==> src/rtl/generador_ficha.sv <==
// 2048 tile spawner: drops one 2/4 tile (two on a new game) into a pseudo-random empty
// cell of the post-move board, then flags win/loss and returns the board.
module generador_ficha #(
    parameter int          ANCHO   = 12,
    parameter int          META    = 2048,
    parameter logic [15:0] SEMILLA = 16'hACE1
) (
    input  logic                        clk,
    input  logic                        rst,
    input  logic                        start,
    input  logic                        limpiar,
    input  logic [0:3][0:3][ANCHO-1:0]  matriz_in,
    output logic [0:3][0:3][ANCHO-1:0]  matriz_out,
    output logic                        ocupado,
    output logic                        done,
    output logic                        gano,
    output logic                        perdio
);

    typedef enum logic [2:0] {IDLE, CONTAR, ELEGIR, EVALUAR, FIN} estado_t;

    localparam logic [ANCHO-1:0] VALOR_META = META[ANCHO-1:0];

    estado_t                    r_estado;
    estado_t                    w_estado_n;
    logic [15:0]                r_lfsr;
    logic [11:0]                r_rnd;
    logic [0:3][0:3][ANCHO-1:0] r_tablero;
    logic [3:0]                 r_idx;
    logic [4:0]                 r_vacias;
    logic [4:0]                 r_vistas;
    logic [4:0]                 r_objetivo;
    logic [1:0]                 r_pendientes;
    logic                       r_gano_n;
    logic                       r_perdio_n;

    logic                       w_lfsr_fb;
    logic [ANCHO-1:0]           w_celda;
    logic                       w_celda_vacia;
    logic [4:0]                 w_vacias_fin;
    logic [4:0]                 w_objetivo;
    logic                       w_acierto;
    logic [ANCHO-1:0]           w_ficha;
    logic                       w_gano_n;
    logic                       w_hay_vacia;
    logic                       w_hay_par;

    // Taps 16,14,13,11 of x^16+x^14+x^13+x^11+1.
    assign w_lfsr_fb     = r_lfsr[15] ^ r_lfsr[13] ^ r_lfsr[12] ^ r_lfsr[10];
    assign w_celda       = r_tablero[r_idx[3:2]][r_idx[1:0]];
    assign w_celda_vacia = (w_celda == '0);
    assign w_vacias_fin  = r_vacias + {4'd0, w_celda_vacia};
    assign w_objetivo    = 5'(({5'd0, r_rnd[7:0]} * {8'd0, w_vacias_fin}) >> 8);
    assign w_acierto     = (r_estado == ELEGIR) && w_celda_vacia && (r_vistas == r_objetivo);
    assign w_ficha       = (r_rnd[11:8] < 4'd2) ? ANCHO'(4) : ANCHO'(2);
    assign ocupado       = (r_estado != IDLE);

    // Win/loss evaluation over the whole board: 16 cell tests plus 24 neighbour pairs.
    always_comb begin
        w_gano_n    = 1'b0;
        w_hay_vacia = 1'b0;
        w_hay_par   = 1'b0;
        for (int f = 0; f < 4; f++) begin
            for (int c = 0; c < 4; c++) begin
                if (r_tablero[f][c] == VALOR_META) w_gano_n = 1'b1;
                if (r_tablero[f][c] == '0)         w_hay_vacia = 1'b1;
            end
        end
        for (int f = 0; f < 4; f++) begin
            for (int c = 0; c < 3; c++) begin
                if (r_tablero[f][c] != '0 && r_tablero[f][c] == r_tablero[f][c+1]) w_hay_par = 1'b1;
            end
        end
        for (int f = 0; f < 3; f++) begin
            for (int c = 0; c < 4; c++) begin
                if (r_tablero[f][c] != '0 && r_tablero[f][c] == r_tablero[f+1][c]) w_hay_par = 1'b1;
            end
        end
    end

    always_comb begin
        w_estado_n = r_estado;
        case (r_estado)
            IDLE:    if (start) w_estado_n = CONTAR;
            CONTAR:  if (r_idx == 4'd15) w_estado_n = (w_vacias_fin == 5'd0) ? EVALUAR : ELEGIR;
            ELEGIR: begin
                if (w_acierto)            w_estado_n = (r_pendientes > 2'd1) ? CONTAR : EVALUAR;
                else if (r_idx == 4'd15)  w_estado_n = EVALUAR;
            end
            EVALUAR: w_estado_n = FIN;
            FIN:     w_estado_n = IDLE;
            default: w_estado_n = IDLE;
        endcase
    end

    // NOTE: every register here is assigned with <= so all of them sample the pre-edge
    // values; a blocking write would let later statements see the new value mid-block.
    always_ff @(posedge clk) begin
        if (rst) begin
            r_estado     <= IDLE;
            r_lfsr       <= SEMILLA;
            r_rnd        <= '0;
            r_tablero    <= '0;
            r_idx        <= '0;
            r_vacias     <= '0;
            r_vistas     <= '0;
            r_objetivo   <= '0;
            r_pendientes <= '0;
            r_gano_n     <= 1'b0;
            r_perdio_n   <= 1'b0;
            matriz_out   <= '0;
            done         <= 1'b0;
            gano         <= 1'b0;
            perdio       <= 1'b0;
        end else begin
            r_estado <= w_estado_n;
            r_lfsr   <= {r_lfsr[14:0], w_lfsr_fb};
            done     <= 1'b0;
            case (r_estado)
                IDLE: begin
                    if (start) begin
                        r_tablero    <= limpiar ? '0 : matriz_in;
                        r_pendientes <= limpiar ? 2'd2 : 2'd1;
                        r_rnd        <= r_lfsr[11:0];
                        r_idx        <= '0;
                        r_vacias     <= '0;
                    end
                end
                CONTAR: begin
                    r_idx    <= r_idx + 4'd1;
                    r_vacias <= w_vacias_fin;
                    r_vistas <= '0;
                    if (r_idx == 4'd15) r_objetivo <= w_objetivo;
                end
                ELEGIR: begin
                    r_idx <= r_idx + 4'd1;
                    if (w_celda_vacia) r_vistas <= r_vistas + 5'd1;
                    if (w_acierto) begin
                        r_tablero[r_idx[3:2]][r_idx[1:0]] <= w_ficha;
                        r_pendientes <= r_pendientes - 2'd1;
                        r_rnd        <= r_lfsr[11:0];
                        r_idx        <= '0;
                        r_vacias     <= '0;
                    end
                end
                EVALUAR: begin
                    r_gano_n   <= w_gano_n;
                    r_perdio_n <= !w_hay_vacia && !w_hay_par;
                end
                FIN: begin
                    matriz_out <= r_tablero;
                    gano       <= r_gano_n;
                    perdio     <= r_perdio_n;
                    done       <= 1'b1;
                end
                default: ;
            endcase
        end
    end

endmodule

==> config.mk <==
export PLATFORM = sky130hd
export DESIGN_NAME = generador_ficha
export DESIGN_NICKNAME = d
export VERILOG_FILES = /design/src/rtl/generador_ficha.sv
export SDC_FILE = /design/constraint.sdc
export NUM_CORES = 1
export LEC_CHECK = 0
export BUFFER_PORTS_ARGS = -buffer_cell sky130_fd_sc_hd__buf_2
export CAP_MARGIN = 20
export CORE_ASPECT_RATIO = 0.5
export CORE_MARGIN = 2
export CORE_UTILIZATION = 60
export DETAILED_ROUTE_END_ITERATION = 8
export PLACE_DENSITY = 0.85
export SKIP_CTS_REPAIR_TIMING = 1
export SYNTH_ARGS = -nofsm -noshare
export SYNTH_HDL_FRONTEND = slang
export SYNTH_SLANG_ARGS = --single-unit
==> constraint.sdc <==
create_clock -name clk -period 16.54 [get_ports clk]
set_input_delay 0.827 -clock clk [delete_from_list [all_inputs] [get_ports clk]]
set_output_delay 0.827 -clock clk [all_outputs]
set_load 0.02 [all_outputs]
## After elaboration in Yosys (flattened, before gate mapping)

Cells that the tools add are included.

- Add/sub/neg operators: 4
- Multipliers: 1
- $lt $le $gt $ge: 6
- Equality and inequality tests: 51
- Multiplexer cells: 95
- Bitwise operators: 5
- Reductions and logical operators: 75

Operators by type and width:

| operator | number |
|---|---|
| two-way mux 192 bit | 3 |
| one-hot mux 192 bit (2 select lines) | 1 |
| == test 12 bit | 24 |
| zero test 12 bit | 17 |
| bitwise mux 192 bit | 1 |
| == test 12 bit (second input constant) | 16 |
| nonzero test 12 bit | 15 |
| two-way mux 48 bit | 3 |
| binary-select mux 48 bit (select 2 bit) | 1 |
| demux 48 bit (select 2 bit) | 1 |
| two-way mux 12 bit | 5 |
| two-way mux 1 bit | 58 |
| logical AND 1 bit | 29 |
| binary-select mux 12 bit (select 2 bit) | 1 |
| demux 12 bit (select 2 bit) | 1 |
| one-hot mux 12 bit (2 select lines) | 1 |
| two-way mux 3 bit | 5 |
| two-way mux 5 bit | 3 |
| one-hot mux 5 bit (3 select lines) | 1 |
| multiplier 8 x 5 -> 13 bit | 1 |
| one-hot mux 3 bit (4 select lines) | 1 |
| one-hot mux 4 bit (3 select lines) | 1 |
| one-hot mux 5 bit (2 select lines) | 1 |
| AND reduction 3 bit | 3 |
| 26 further kinds | 44 |

- Register bits: 441
- Bits of input ports: 196
- Logic and storage cells: 282

## Longest topological paths before layout

Gate-level depths: netlist of the first run.

- Depth after elaboration: 28
- Mapped depth: 25
- Mapped depth without buffers: 24

## Worst setup path after synthesis of the first run

No wires, ideal clock.

- Path type: register to register
- Start point: register r_tablero[144] (netlist bit)
- End point: register r_objetivo[2]
- Library setup time: 0.074 ns
- Arrival time: 5.994 ns
- Setup slack: 10.472 ns
- Cell stages (with the launch flop): 23
- Buffers on the path: 0
- Period minus slack after synthesis: 6.068 ns
- Cells stage by stage: dfxtp_1 > or4_4 > or4_4 > a221o_1 > a31oi_2 > o2bb2ai_2 > inv_1 > ha_1 > ha_1 > nand3_1 > xor2_1 > nor2b_1 > fa_1 > fa_1 > inv_1 > fa_1 > inv_1 > ha_1 > inv_1 > o21ai_0 > a31oi_1 > or4b_2 > a31oi_1

- Cells in the longest elaborated chain, start to end: 9

RTL lines:

| item | line | RTL |
|---|---|---|
| start, declared | 28 | `logic [0:3][0:3][ANCHO-1:0] r_tablero;` |
| start signal, assigned | 122 | `r_tablero <= limpiar ? '0 : matriz_in;` |
| start signal, assigned by index | 139 | `r_tablero[r_idx[3:2]][r_idx[1:0]] <= w_ficha;` |
| binary-select mux 48 bit (select 2 bit) | 50 | `assign w_celda = r_tablero[r_idx[3:2]][r_idx[1:0]];` |
| two-way mux 48 bit (not written as such) (2 in a row) | 50 |  |
| binary-select mux 12 bit (select 2 bit) | 50 |  |
| two-way mux 12 bit (not written as such) (2 in a row) | 50 |  |
| zero test 12 bit | 51 | `assign w_celda_vacia = (w_celda == '0);` |
| adder 5 x 1 -> 5 bit | 52 | `assign w_vacias_fin = r_vacias + {4'd0, w_celda_vacia};` |
| multiplier 8 x 5 -> 13 bit | 53 | `assign w_objetivo = 5'(({5'd0, r_rnd[7:0]} * {8'd0, w_vacias_fin}) >> 8);` |
| end signal, assigned | 133 | `if (r_idx == 4'd15) r_objetivo <= w_objetivo;` |
| end, declared | 32 | `logic [4:0] r_objetivo;` |

No other way between the ends. The select of a mux whose other input is x is not followed.
A chain may end at the register's enable or synchronous reset.

## Worst setup path after layout of the first run

Same ends and word-level chain as after synthesis.

==> flow_summary.yaml, run 1 <==
route:
  routed_wirelength_um: 72800
  drc_errors: 0
  drt-pass1-iter-count: 6
  vias_per_cell: 6.34
  ant_nets: 0
  vias: 19639
  first_iter_violations: 2534
  wl_per_cell_um: 23.5
yosys:
  synth_nets: 2658
  ys_seq_area_share_pct: 42.1
  netlist_instances: 2418
  synth_flop_cell: "dfxtp_1"
  netlist_top_cells_area: "dfxtp_1, xnor2_1, nand2_1"
  synth_top_area_cell: "dfxtp_1"
  ys_ff_latch: 440
  synth_top_area_share_pct: 42.1
  synth-edff-count: 0
  synth_cell_types: 64
  syn_avg_cell_area_um2: 8.65
  synth-async-reset-ratio_pct: 0
  yosysWarnings: 0
  synth_area_um2: 20900
finish:
  nNetsFinal: 2826
  fillers: 2646
  fin_util_pct: 69.5
  post_route_cells_drive_above_1_share_pct: 19.2
  final_common_cell: "dfxtp_1"
  most-common-layout-cells: "dfxtp_1, nand2_1, buf_2"
  area_growth_pct: 14.3
cts:
  h-tree-depth: 2
  cts_buffers: 38
  clock-root-buffer: "clkbuf_16"
  cts_buffer_depth: 3
  clk_pin_slew_ps: 70
  cts_sinks: 440
  cts_tree: "yes"
  insertion_delay_ps: 550
power:
  p_leak_nw: 9.83
  p_per_area_nw_per_um2: 105
  vdd_drop_max_mv: 0.0556
worst_hold_path:
  hold_class: "flip-flop to flip-flop"
setup_path:
  critPathLaunchType: "flip-flop"
  required_ps: 17010
  max_stage_delay_ps: 680
  cp_data_arrival_time_ps: 7240
  critPathSlowestCell: "or4b_2"
  crit_buf_inv: 4
  critical_path.max_fanout: 10
  cpMostUsedCell: "inv_1"
  cp_top_family: "adder cells"
  crit_path_end_kind: "flip-flop"
  crit_type: "flip-flop to flip-flop"
  cp_cell_sequence: "or4_4 > or4_4 > a221o_1 > a31oi_2 > o2bb2ai_2 > inv_1 > ha_1 > ha_1 > nand3_1 > xor2_1 > nor2b_1 > fa_1 > fa_1 > inv_1 > fa_1 > inv_1 > ha_1 > inv_1 > o21ai_0 > a31oi_1 > or4b_2 > a31oi_1"
sta:
  hold_viol: 0
  slew_viol_final: 0
  max_freq_ghz: 0.148
  post-route-period-util_pct: 40.9
  layout_min_cycle_time_ps: 6760
  finalSetupTns_ps: 0
  skew_ps: 19.8
  worst_slew_pin_slew_ps: 1200
  rsz0062_at_grt: "no"
  maxSlewHeadroom_pct: 19.9
  setup_viol: 0
floorplan:
  die_width_um: 268
  die_h_um: 136
  die_area_um2: 36500
  num_rows: 48
  start_util_pct: 60.8
  coreArea_um2: 34400
  boundaryPins: 392
global_routing:
  grt.overflow.total: 0
  grt_use_total_pct: 38.6
  first_global_vias: 18031
  grt_max_degree: 104
  grt_first_pass_wirelength_um: 108000
  antenna_found_initial: 9
outcome:
  status: "completed"
placement:
  port_buffers: 391
  dp_hpwl_um: 50600
  globalplace.congestion: 1.01
flow_run:
  cap_viol_max_count: 0
-- Yosys cell counts, types with 3 or more instances --
cell,count
fa_1,17
clkbuf_1,253
nor3_1,54
o2bb2ai_1,30
a21oi_1,216
o22ai_1,3
a31oi_4,10
inv_1,43
nand3_1,36
buf_6,12
nand4_1,58
buf_1,8
and2_1,18
mux2i_1,21
o2111ai_1,3
a32oi_1,33
nor2b_1,24
nor4_1,56
o21ai_0,9
o31ai_1,3
a2111oi_0,3
and3_1,3
nand2_1,437
or4_1,4
nor2_1,58
buf_2,10
a211oi_1,8
dfxtp_1,440
xor2_1,106
xnor2_1,199
a22o_1,150
nand4b_1,3
nand3b_1,4
or2_2,7
nand2b_1,6
or3_1,4
a31oi_1,8
ha_1,27
o41ai_1,4
-- metal layers --
metal	part of all wire, %	GRT usage [%]
met1	39	51.7
met2	43	57.5
met3	13	10.1
met4	5.6	19.7
met5	0	0
-- through the flow --
| stage | hold slack, ps | total power [mW] | cells | setup WS, ps | instance area (um2) |
|---|---|---|---|---|---|
| detailed placement | 398 | 1.49 | 3019 | 9530 | 22500 |
| global route | 419 | 2.57 | 3097 | 9370 | 23900 |
| finish | 412 | 2.51 | 3097 | 9780 | 23900 |
| floorplan | 389 | 1.38 | 2418 | 10470 | 20900 |
| CTS | 413 | 2.49 | 3086 | 9470 | 23900 |
| global placement | 392 | 1.48 | 3018 | 9750 | 22400 |
-- path summary, 6_finish.rpt --
check / from / end / slack [ps] / cells past startpoint
max: r_tablero[144]$_SDFFE_PP0P_ / r_objetivo[2]$_SDFFE_PP0P_ / 9780 / 22
min: r_lfsr[14]$_SDFF_PP0_ / r_lfsr[15]$_SDFF_PP1_ / 410 / 1
max reg2reg: r_tablero[144]$_SDFFE_PP0P_ / r_objetivo[2]$_SDFFE_PP0P_ / 9780 / 22
min reg2reg: r_lfsr[14]$_SDFF_PP0_ / r_lfsr[15]$_SDFF_PP1_ / 410 / 1
-- logic make-up after synthesis --
| family | Yosys count | share of synthesized area (%) |
|---|---|---|
| AOI/OAI and AO/OA | 498 | 17.2 |
| adders and majority gates | 44 | 3.24 |
| buffers and inverters | 328 | 6.45 |
| muxes | 21 | 1.00 |
| DFF | 440 | 42.1 |
| and+or+nand+nor | 782 | 17.2 |
| xor gates and xnor gates | 305 | 12.8 |
-- sequential cells by signal, summed over array words and instances (netlist names) --
name	flops
matriz_out	192
r_tablero	192
r_lfsr	16
r_rnd	11
r_objetivo	5
r_vacias	5
r_vistas	5
r_idx	4
r_estado	3
r_pendientes	2
done	1
gano	1
perdio	1
r_gano_n	1
r_perdio_n	1
-- layout make-up --
class	instances	area [um2]	area share (%)
diodes	9	22.5	0.0942
clock buffers	49	1080	4.50
clock inverters	18	323	1.35
inverters	44	165	0.691
multi-input cells	1650	10800	45.1
flip-flops and latches	440	8810	36.8
well taps	475	594	2.49
repair buffers	412	2150	8.98
-- where the power goes --
| group | switching, mW | total [mW] | internal (mW) |
|---|---|---|---|
| clock network | 0.417 | 1.02 | 0.603 |
| logic | 0.179 | 0.315 | 0.136 |
| registers | 0.0830 | 1.17 | 1.09 |
Power figures use the tool's default switching activity.
==> run 2, diff against run 1 <==
--- a/config.mk
+++ b/config.mk
@@ -5,13 +5,14 @@
 export SDC_FILE = /design/constraint.sdc
 export NUM_CORES = 1
 export LEC_CHECK = 0
+export ABC_AREA = 1
 export BUFFER_PORTS_ARGS = -buffer_cell sky130_fd_sc_hd__buf_2
 export CAP_MARGIN = 20
 export CORE_ASPECT_RATIO = 0.5
 export CORE_MARGIN = 2
-export CORE_UTILIZATION = 60
+export CORE_UTILIZATION = 58
 export DETAILED_ROUTE_END_ITERATION = 8
-export PLACE_DENSITY = 0.85
+export PLACE_DENSITY = 0.82
 export SKIP_CTS_REPAIR_TIMING = 1
 export SYNTH_ARGS = -nofsm -noshare
 export SYNTH_HDL_FRONTEND = slang
==> constraint.sdc (replaced) <==
create_clock -name clk -period 6.31 [get_ports clk]
set_input_delay 0.3155 -clock clk [delete_from_list [all_inputs] [get_ports clk]]
set_output_delay 0.3155 -clock clk [all_outputs]
set_load 0.02 [all_outputs]
==> flow_summary.yaml, run 2 <==
setup_path:
  cpMostUsedCell: "inv_1"
  crit_type: "flip-flop to flip-flop"
  required_ps: 6810
  cp_data_arrival_time_ps: 6460
  reg2reg_from: "r_tablero[19]$_SDFFE_PP0P_"
  crit_path_end_kind: "flip-flop"
  max_stage_delay_ps: 500
  critical_path.max_fanout: 8
  critPathSlowestCell: "fa_1"
  critPathLaunchType: "flip-flop"
  startpoint: "r_tablero[19]$_SDFFE_PP0P_"
sta:
  slew_viol_final: 0
  rsz0062_at_grt: "no"
  layout_min_cycle_time_ps: 5960
  max_freq_ghz: 0.168
  setup_viol: 0
  maxSlewHeadroom_pct: 29.1
  hold_viol: 0
  post-route-period-util_pct: 94.5
  skew_ps: 33.0
  worst_slew_pin_slew_ps: 1060
  finalSetupTns_ps: 0
floorplan:
  start_util_pct: 59.3
  die_h_um: 148
  boundaryPins: 392
  num_rows: 52
  die_width_um: 293
  coreArea_um2: 40700
  die_area_um2: 43400
cts:
  h-tree-depth: 2
  cts_buffer_depth: 3
  cts_sinks: 440
  clk_pin_slew_ps: 80
  cts_tree: "yes"
  insertion_delay_ps: 580
  cts_buffers: 40
  clock-root-buffer: "clkbuf_16"
yosys:
  synth_cell_types: 49
  synth-edff-count: 0
  ys_seq_area_share_pct: 36.5
  synth_top_area_share_pct: 36.5
  synth_top_area_cell: "dfxtp_1"
  synth-async-reset-ratio_pct: 0
  synth_common_cells: "nand2_1, nor2_1, dfxtp_1, inv_1, a21oi_1"
  syn_avg_cell_area_um2: 6.83
  synth_area_um2: 24100
  ys_ff_latch: 440
  synth_flop_cell: "dfxtp_1"
  yosysWarnings: 0
  netlist_instances: 3533
  synth_nets: 3773
  netlist_top_cells_area: "dfxtp_1, nand2_1, nor2_1"
  yosysMostFrequentCell: "nand2_1"
finish:
  area_growth_pct: 15.8
  fin_util_pct: 68.6
  nNetsFinal: 4035
  final_common_cell: "nand2_1"
  post_route_cells_drive_above_1_share_pct: 15.7
  most-common-layout-cells: "nand2_1, nor2_1, dfxtp_1"
  reg_top3: "matriz_out (192), r_tablero (192), r_lfsr (16)"
placement:
  globalplace.congestion: 1.09
  port_buffers: 391
  dp_hpwl_um: 77100
route:
  vias: 26512
  routed_wirelength_um: 103000
  drc_errors: 0
  first_iter_violations: 4046
  wl_per_cell_um: 23.6
  vias_per_cell: 6.07
  ant_nets: 0
  drt-pass1-iter-count: 6
global_routing:
  grt_first_pass_wirelength_um: 150000
  first_global_vias: 24131
  grt_use_total_pct: 45.6
  grt.overflow.total: 0
  antenna_found_initial: 6
  grt_max_degree: 161
power:
  p_leak_nw: 13.9
  vdd_drop_max_mv: 0.280
  p_per_area_nw_per_um2: 494
  power_mw: 13.8
worst_hold_path:
  hold_class: "primary input to flip-flop"
  min_from: "matriz_in[160]"
outcome:
  status: "completed"
flow_run:
  cap_viol_max_count: 0
-- run 2: changes by cell type in the layout (fill, tap and decap cells not counted), moves of 31 or more --
cell     change
a32oi_1     -33
nor2_1     +380
nand2_1    +376
xnor2_1     -79
a22o_1     -137
nor4_1      -31
buf_4       +79
o21ai_0    +218
a21oi_1     +38
nand3_1     +45
inv_1      +297
nand4_1    +179
-- run 2: worst max-delay path, delay by kind of cell (launching register included) --
kind | cells | cell delay (ps)
xor gates and xnor gates | 1 | 240
DFF | 1 | 380
adders and majority gates | 6 | 2100
and+or+nand+nor | 14 | 1820
buffers and inverters | 7 | 830
AOI/OAI and AO/OA | 3 | 480
-- run 2: worst paths after layout --
check                                end  slack (ps)  cells past startpoint
min reg2reg         r_lfsr[9]$_SDFF_PP0_         410                      2
min          r_tablero[160]$_SDFFE_PP0P_          80                      5
max           r_objetivo[4]$_SDFFE_PP0P_         350                     31
max reg2reg   r_objetivo[4]$_SDFFE_PP0P_         350                     31
-- run 2: layer usage --
layer	track usage, %	vias up	part of all wire (%)
li1	-	11886	-
met1	62.4	12309	39
met2	69.5	1979	42
met3	11.9	334	14
met4	16.9	4	4.5
met5	0	-	0.026
-- run 2: logic make-up (layout without fill, tap and decap cells) --
group                    count (synthesis)  count (layout)  share of synthesized area, %
AND/OR/NAND/NOR                       1671            1671                          30.3
buffers and inverters                  616             908                          10.3
AO/OA/AOI/OAI                          524             524                          11.4
flip-flops                             440             440                          36.5
XOR/XNOR                               238             238                          8.63
adder cells (fa/ha/maj)                 44              44                          2.81
other                                    0               4                             0
-- run 2: cell type report --
class                   instances  area, um2
clock inverters                17        329
fillers                      3546      12800
clock buffers                  55       1180
inverters                     345       1310
flip-flops and latches        440       8810
repair buffers                491       2750
multi-input cells            2477      12900
diodes                          4       10.0
well taps                     540        676
-- run 2: through the flow --
step           instances  hold slack (ps)  cell area [um2]  worst slack (ps)
6_report            4369             80.3            27900               349
5_1_grt             4368              118            27900              3.35
4_1_cts             4365             76.0            27900               421
3_5_place_dp        4293              401            26400               502
3_3_place_gp        4292              391            26400               598
2_1_floorplan       3533              388            24100              1240
-- run 2: where the power goes --
part	total (mW)	leakage, nW	switching, mW	internal (mW)
logic	6.86	9.55	4.75	2.11
registers	4.05	3.59	0.745	3.31
clock network	2.88	0.731	1.19	1.68
total	13.8	13.9	6.69	7.10
